`config.mk`:
```
export PLATFORM = sky130hd
export DESIGN_NAME = i2c_slave_ram_port
export DESIGN_NICKNAME = d
export VERILOG_FILES = /design/src/rtl/i2c_slave_ram_port.sv
export SDC_FILE = /design/constraint.sdc
export NUM_CORES = 1
export LEC_CHECK = 0
export ABC_AREA = 1
export ABC_CLOCK_PERIOD_IN_PS = 1720
export CAP_MARGIN = 10
export CORE_UTILIZATION = 38
export DETAILED_ROUTE_END_ITERATION = 8
export SLEW_MARGIN = 20
export SYNTH_ARGS = -nofsm -noshare
export SYNTH_HDL_FRONTEND = slang
export SYNTH_SLANG_ARGS = --single-unit
```
`constraint.sdc`:
```
create_clock -name clk -period 1.72 [get_ports clk]
set_input_delay 0.172 -clock clk [delete_from_list [all_inputs] [get_ports clk]]
set_output_delay 0.172 -clock clk [all_outputs]
set_load 0.005 [all_outputs]
```
`src/rtl/i2c_slave_ram_port.sv`:
```
// I2C slave giving a remote master pointer-based read/write access to a 2^RAM_AW x 8 RAM.
// SCL/SDA are oversampled by clk; no clock stretching.
module i2c_slave_ram_port #(
  parameter int SYNC_STAGES = 2,
  parameter int RAM_AW      = 5
) (
  input  logic              clk,
  input  logic              reset,
  input  logic              slave_enable,
  input  logic [6:0]        slave_addr,
  input  logic              scl_in,
  input  logic              sda_in,
  output logic              sda_oe,
  output logic [RAM_AW-1:0] ram_addr,
  output logic [7:0]        ram_din,
  output logic              ram_w,
  input  logic [7:0]        ram_dout,
  output logic              busy
);

  typedef enum logic [3:0] {
    S_IDLE, S_ADDR, S_ADDR_ACK, S_PTR, S_PTR_ACK,
    S_WRITE, S_WRITE_ACK, S_READ, S_MACK, S_IGNORE
  } state_t;

  logic [SYNC_STAGES-1:0] scl_sync, sda_sync;
  logic scl_s, sda_s, scl_d, sda_d;
  logic scl_rise, scl_fall, start_c, stop_c;

  // Synchronisers idle high so reset release on a quiet bus creates no edges.
  always_ff @(posedge clk or negedge reset) begin
    if (!reset) begin
      scl_sync <= '1;
      sda_sync <= '1;
      scl_d    <= 1'b1;
      sda_d    <= 1'b1;
    end else begin
      scl_sync <= {scl_sync[SYNC_STAGES-2:0], scl_in};
      sda_sync <= {sda_sync[SYNC_STAGES-2:0], sda_in};
      scl_d    <= scl_s;
      sda_d    <= sda_s;
    end
  end

  assign scl_s    = scl_sync[SYNC_STAGES-1];
  assign sda_s    = sda_sync[SYNC_STAGES-1];
  assign scl_rise = scl_s & ~scl_d;
  assign scl_fall = ~scl_s & scl_d;
  assign start_c  = scl_s & sda_d & ~sda_s;
  assign stop_c   = scl_s & ~sda_d & sda_s;

  state_t            st, st_n;
  logic [2:0]        cnt, cnt_n;
  logic              full, full_n;   // 8 bits taken in this byte (MACK: master acked)
  logic [7:0]        shr, shr_n;
  logic [RAM_AW-1:0] ptr, ptr_n;
  logic              sda_oe_n, busy_n, ram_w_n;
  logic [7:0]        ram_din_n;

  assign ram_addr = ptr;

  always_ff @(posedge clk or negedge reset) begin
    if (!reset) begin
      st      <= S_IDLE;
      cnt     <= '0;
      full    <= 1'b0;
      shr     <= '0;
      ptr     <= '0;
      sda_oe  <= 1'b0;
      busy    <= 1'b0;
      ram_w   <= 1'b0;
      ram_din <= '0;
    end else begin
      st      <= st_n;
      cnt     <= cnt_n;
      full    <= full_n;
      shr     <= shr_n;
      ptr     <= ptr_n;
      sda_oe  <= sda_oe_n;
      busy    <= busy_n;
      ram_w   <= ram_w_n;
      ram_din <= ram_din_n;
    end
  end

  always_comb begin
    st_n      = st;
    cnt_n     = cnt;
    full_n    = full;
    shr_n     = shr;
    ptr_n     = ram_w ? ptr + 1'b1 : ptr;  // post-write increment
    sda_oe_n  = sda_oe;
    busy_n    = busy;
    ram_w_n   = 1'b0;
    ram_din_n = ram_din;
    if (!slave_enable) begin
      st_n     = S_IDLE;
      sda_oe_n = 1'b0;
      busy_n   = 1'b0;
    end else if (start_c) begin
      st_n     = S_ADDR;
      cnt_n    = '0;
      full_n   = 1'b0;
      sda_oe_n = 1'b0;
    end else if (stop_c) begin
      st_n     = S_IDLE;
      sda_oe_n = 1'b0;
      busy_n   = 1'b0;
    end else begin
      unique case (st)
        S_ADDR, S_PTR, S_WRITE: begin
          if (scl_rise) begin
            shr_n  = {shr[6:0], sda_s};
            cnt_n  = cnt + 3'd1;
            full_n = full | (cnt == 3'd7);
          end
          if (scl_fall && full) begin
            cnt_n  = '0;
            full_n = 1'b0;
            if (st == S_ADDR) begin
              if (shr[7:1] == slave_addr) begin
                st_n     = S_ADDR_ACK;
                sda_oe_n = 1'b1;
                busy_n   = 1'b1;
              end else begin
                st_n   = S_IGNORE;
                busy_n = 1'b0;
              end
            end else if (st == S_PTR) begin
              ptr_n    = shr[RAM_AW-1:0];
              st_n     = S_PTR_ACK;
              sda_oe_n = 1'b1;
            end else begin
              ram_w_n   = 1'b1;
              ram_din_n = shr;
              st_n      = S_WRITE_ACK;
              sda_oe_n  = 1'b1;
            end
          end
        end
        S_ADDR_ACK: if (scl_fall) begin
          if (shr[0]) begin
            st_n     = S_READ;
            shr_n    = ram_dout;
            sda_oe_n = ~ram_dout[7];
          end else begin
            st_n     = S_PTR;
            sda_oe_n = 1'b0;
          end
        end
        S_PTR_ACK, S_WRITE_ACK: if (scl_fall) begin
          st_n     = S_WRITE;
          sda_oe_n = 1'b0;
        end
        S_READ: begin
          if (scl_rise) begin
            cnt_n  = cnt + 3'd1;
            full_n = full | (cnt == 3'd7);
          end
          if (scl_fall) begin
            if (full) begin
              st_n     = S_MACK;
              sda_oe_n = 1'b0;
              cnt_n    = '0;
              full_n   = 1'b0;
            end else begin
              shr_n    = {shr[6:0], 1'b0};
              sda_oe_n = ~shr[6];
            end
          end
        end
        S_MACK: begin
          if (scl_rise) begin
            if (!sda_s) begin
              full_n = 1'b1;
              ptr_n  = ptr + 1'b1;
            end else begin
              st_n   = S_IGNORE;
              busy_n = 1'b0;
            end
          end
          // Pointer moved at the rise; RAM data has settled by the fall.
          if (scl_fall && full) begin
            full_n   = 1'b0;
            shr_n    = ram_dout;
            sda_oe_n = ~ram_dout[7];
            st_n     = S_READ;
          end
        end
        default: sda_oe_n = 1'b0;  // IDLE, IGNORE
      endcase
    end
  end

endmodule

```
==> key figures <==
Outcome
  – Status: complete, no violations

Detailed routing
  – Antenna viol nets, final: 0
  – Vias post-DR: about 2500
  – Drt first-iter violations: between 100 and 150
  – DR vias/cell: roughly 5
  – DR DRC count: 0
  – Drt first pass iters: 4
  – Final wirelength: around 6700 µm
  – Routed wire per std cell: approximately 13 µm

Global routing
  – Gr ovfl total: 0
  – Vias in the first global route: 2400
  – First-pass GRT wire length: around 11000 µm
  – Total GRT Usage: roughly 20%
  – Antenna violations before repair: 0
  – Pin count of the biggest net entering global routing: 23

Synthesis
  – Synth Area in Compound Gates: about an eighth
  – Post-synthesis sequential area ratio: between 30% and 40%
  – Top post-synthesis cells by count: nand2_1 (133), inv_1 (41), dfrtp_1 (32), nand3_1 (25), nor2_1 (23)
  – YS warnings: 0
  – Most frequent cell after synthesis: nand2_1
  – Synth Area per Inst: around 7 µm²
  – Synth Area in Simple Gates: between 30% and 40%
  – Yosys top cell area share: between 30% and 40%
  – Yosys reg bits: 38
  – Ys flop type: dfrtp_1
  – Synth top area cells: dfrtp_1 (32%), nand2_1 (20%), dfstp_2 (6.3%)
  – Largest family of logic cells by synthesized area: simple AND/OR/NAND/NOR gates
  – Async SR Flop Fraction: between 90% and 100%
  – Multiplexer share of the synthesized area: 0%
  – Cell taking the most area after synthesis: dfrtp_1
  – Mapped Cells: 357
  – Yosys cell types: 33
  – Cell Area, Synth: around 2500 µm²
  – Synthesized net count: 380
  – Xor and xnor area share after synthesis: 1.76%
  – Post-synthesis adder-cell area fraction: under 10%
  – EDFF count, synth: 0

STA
  – Period utilization: between 90% and 100%
  – Rel. slew slack: between 60% and 70%
  – Final hold vios: 0
  – Final setup violation count: 0
  – Worst-margin pin slew: about 0.47 ns
  – Fin. max-slew vios: 0
  – Clock skew: 0.00975 ns
  – Max frequency: ~600 MHz
  – RSZ-0062 raised after global routing: true
  – Final min period: about 1.7 ns

Cells and area
  – # fillers: approximately 640
  – Antenna fix cells: 0
  – Final std cells w/o fill: approximately 500
  – Layout area overhead: 33.3%
  – Final net count: about 450
  – Layout cell share with drive strength beyond 1: between 20% and 30%
  – Cell area after layout: approximately 3300 µm²

Floorplanning
  – Starting density of the core: approximately two fifths
  – Die Span Y: 83.0 µm
  – Die width: between 80 and 90 µm
  – Std-Cell Core Area: around 6300 µm²
  – FP Rows: 29
  – Die ar.: just under 7000 µm²
  – # IOs: 36

Power and ir drop
  – P_leak: 1.70 nW
  – Pwr dens: around 1200 nW/µm²
  – Switching Fraction: 44.6%
  – Peak VDD IR: between 0.7 and 0.8 mV
  – Clock power frac: ~16%
  – Pint: ~0.0023 W
  – Sw Pwr: between 0.0015 and 0.002 W
  – Gate power share: 50.2%
  – Sequential power share: 33.4%
  – Total Power: 0.00407 W

Flow run
  – Max_cap viols: 0

Placement
  – GPL Wtd Cong: slightly above 0.9
  – Placement Cell Area: 3090 µm²
  – Hpwl dp: slightly above 5000 µm
  – PortBufs: 35
  – Placed Cells: between 400 and 500

Clock tree
  – Num CTS Buffers: 5
  – Clk root buf: clkbuf_8
  – Clock transition at the registers of the reported paths: roughly 0.090 ns
  – Clock buffer depth: 2
  – CTS tree: done
  – Worst skew pair latency: approximately 0.29 ns
  – Num Clock Sinks: 38
  – H-tree lvl count: 2

Critical path
  – Setup crit start kind: flip-flop
  – Crit-path max cell delay: between 0.5 and 0.6 ns
  – Data required, critical path: between 1.5 and 2 ns
  – Max FO, Critical Path: 5
  – CP bufs+invs: 2
  – Critical path, cell by cell: inv_2 -> nand3_2 -> nand2_4 -> nor2_4 -> inv_2 -> nor2_4 -> nand3b_1 -> nand3_1 -> nand2_1
  – Worst path slowest cell: dfstp_2
  – Crit path DAT: 1.86 ns
  – Kind of critical path: reg2reg
  – Top delay family on crit path: simple AND/OR/NAND/NOR gates
  – Endpoint class of the critical path: flip-flop

Worst hold path
  – Hold Path Class: in2reg
power by group through the flow:
| stage | registers, W | logic [W] | clock network (W) |
|---|---|---|---|
| after floorplan | 0.00129 | 0.00125 | 0 |
| after global placement | 0.00134 | 0.00190 | 0 |
| after detailed placement | 0.00135 | 0.00193 | 0 |
| after CTS | 0.00133 | 0.00194 | 0.000681 |
| after global routing | 0.00140 | 0.00230 | 0.000710 |
| final | 0.00136 | 0.00204 | 0.000667 |
metrics by stage:
stage / util [%] / hold WS [ns] / setup slack (ns) / TNS (ns)
final: 52.3 / 0.286 / 0.0565 / 0
after detailed placement: 48.7 / 0.146 / -0.0125 / -0.0140
after global placement: 48.7 / 0.149 / 0.000112 / 0
after CTS: 50.3 / 0.278 / 0.00758 / 0
after global routing: 52.3 / 0.271 / -0.0561 / -0.410
after floorplan: - / -0.124 / 0.0906 / 0
routing by layer:
| metal | GRT usage [%] | vias up | wire (µm) |
|---|---|---|---|
| met5 | 0 | - | 0 |
| met4 | 3.76 | 0 | 53 |
| met3 | 2.98 | 5 | 221 |
| met2 | 33.5 | 48 | 3130 |
| met1 | 27.5 | 1157 | 3320 |
| li1 | - | 1282 | - |
flip-flops by register name (all words and copies together) (netlist names):
| name | count |
|---|---|
| scl_sync | 2 |
| scl_d | 1 |
| ram_din | 8 |
| full | 1 |
| cnt | 3 |
| st | 4 |
| shr | 8 |
| ram_w | 1 |
| ram_addr | 5 |
| busy | 1 |
| sda_d | 1 |
| sda_oe | 1 |
| sda_sync | 2 |
worst reg2reg max path, stage by stage, from the launching register on:
cell      delay, ns
dfstp_2        0.55
inv_2          0.04
nand3_2        0.09
nand2_4        0.08
nor2_4         0.20
inv_2          0.09
nor2_4         0.24
nand3b_1       0.15
nand3_1        0.10
nand2_1        0.05
worst paths after layout:
| kind | slack (ns) | cells past startpoint | startpoint | endpoint |
|---|---|---|---|---|
| setup reg to reg | 0.06 | 9 | sda_d$_DFF_PN1_ | sda_oe$_DFFE_PN0P_ |
| hold / removal | 0.29 | 1 | sda_in | sda_sync[0]$_DFF_PN1_ |
| max in group asynchronous | 0.81 | 3 | reset | scl_d$_DFF_PN1_ |
| min in group asynchronous | 0.36 | 2 | reset | ram_din[5]$_DFFE_PN0P_ |
| setup / recovery | 0.06 | 9 | sda_d$_DFF_PN1_ | sda_oe$_DFFE_PN0P_ |
| hold reg to reg | 0.36 | 0 | sda_sync[0]$_DFF_PN1_ | sda_sync[1]$_DFF_PN1_ |
cell usage in the layout (no fill, tap or decap), drive strengths merged:
cell and n:
nand2 139, clkinv 1, xor2 4, o31ai 1, o211ai 3, a21boi 1
nand4 10, dfrtp 32, o21ai 28, clkdlybuf4s50 34, o22ai 1, nor2 31
dfstp 6, a21oi 11, inv 47, nand3b 2, nor3 2, o21a 1
or2 3, dlygate4sd3 1, clkinvlp 1, clkbuf 6, a31oi 1, nand3 28
xnor2 1, buf 28, o21bai 1, ha 3
cell families after synthesis:
| family | count (synthesis) |
|---|---|
| and+or+nand+nor | 214 |
| DFF | 38 |
| xor gates and xnor gates | 5 |
| adders and majority gates | 3 |
| buffers and inverters | 49 |
| AOI/OAI and AO/OA | 48 |
layout make-up:
class | count | area [µm²] | area share, %
Multi-Input combinational cell | 271 | 1420 | 42.6
Clock buffer | 6 | 82.6 | 2.49
Timing Repair Buffer | 63 | 574 | 17.3
Clock inverter | 2 | 12.5 | 0.377
Tap cell | 77 | 96.3 | 2.90
Sequential cell | 38 | 963 | 29.0
Inverter | 47 | 176 | 5.31
timing repair:
| action | in CTS | in global routing |
|---|---|---|
| hold buffers | 1 | 0 |
| pin swaps | 0 | 11 |
| endpoints found under the setup margin | 1 | 27 |
| cloned | 0 | 1 |
| setup buffers | 0 | 5 |
| hold endpoints to repair | 16 | 0 |
| gates resized for setup | 1 | 29 |
Power figures use the tool's default switching activity.
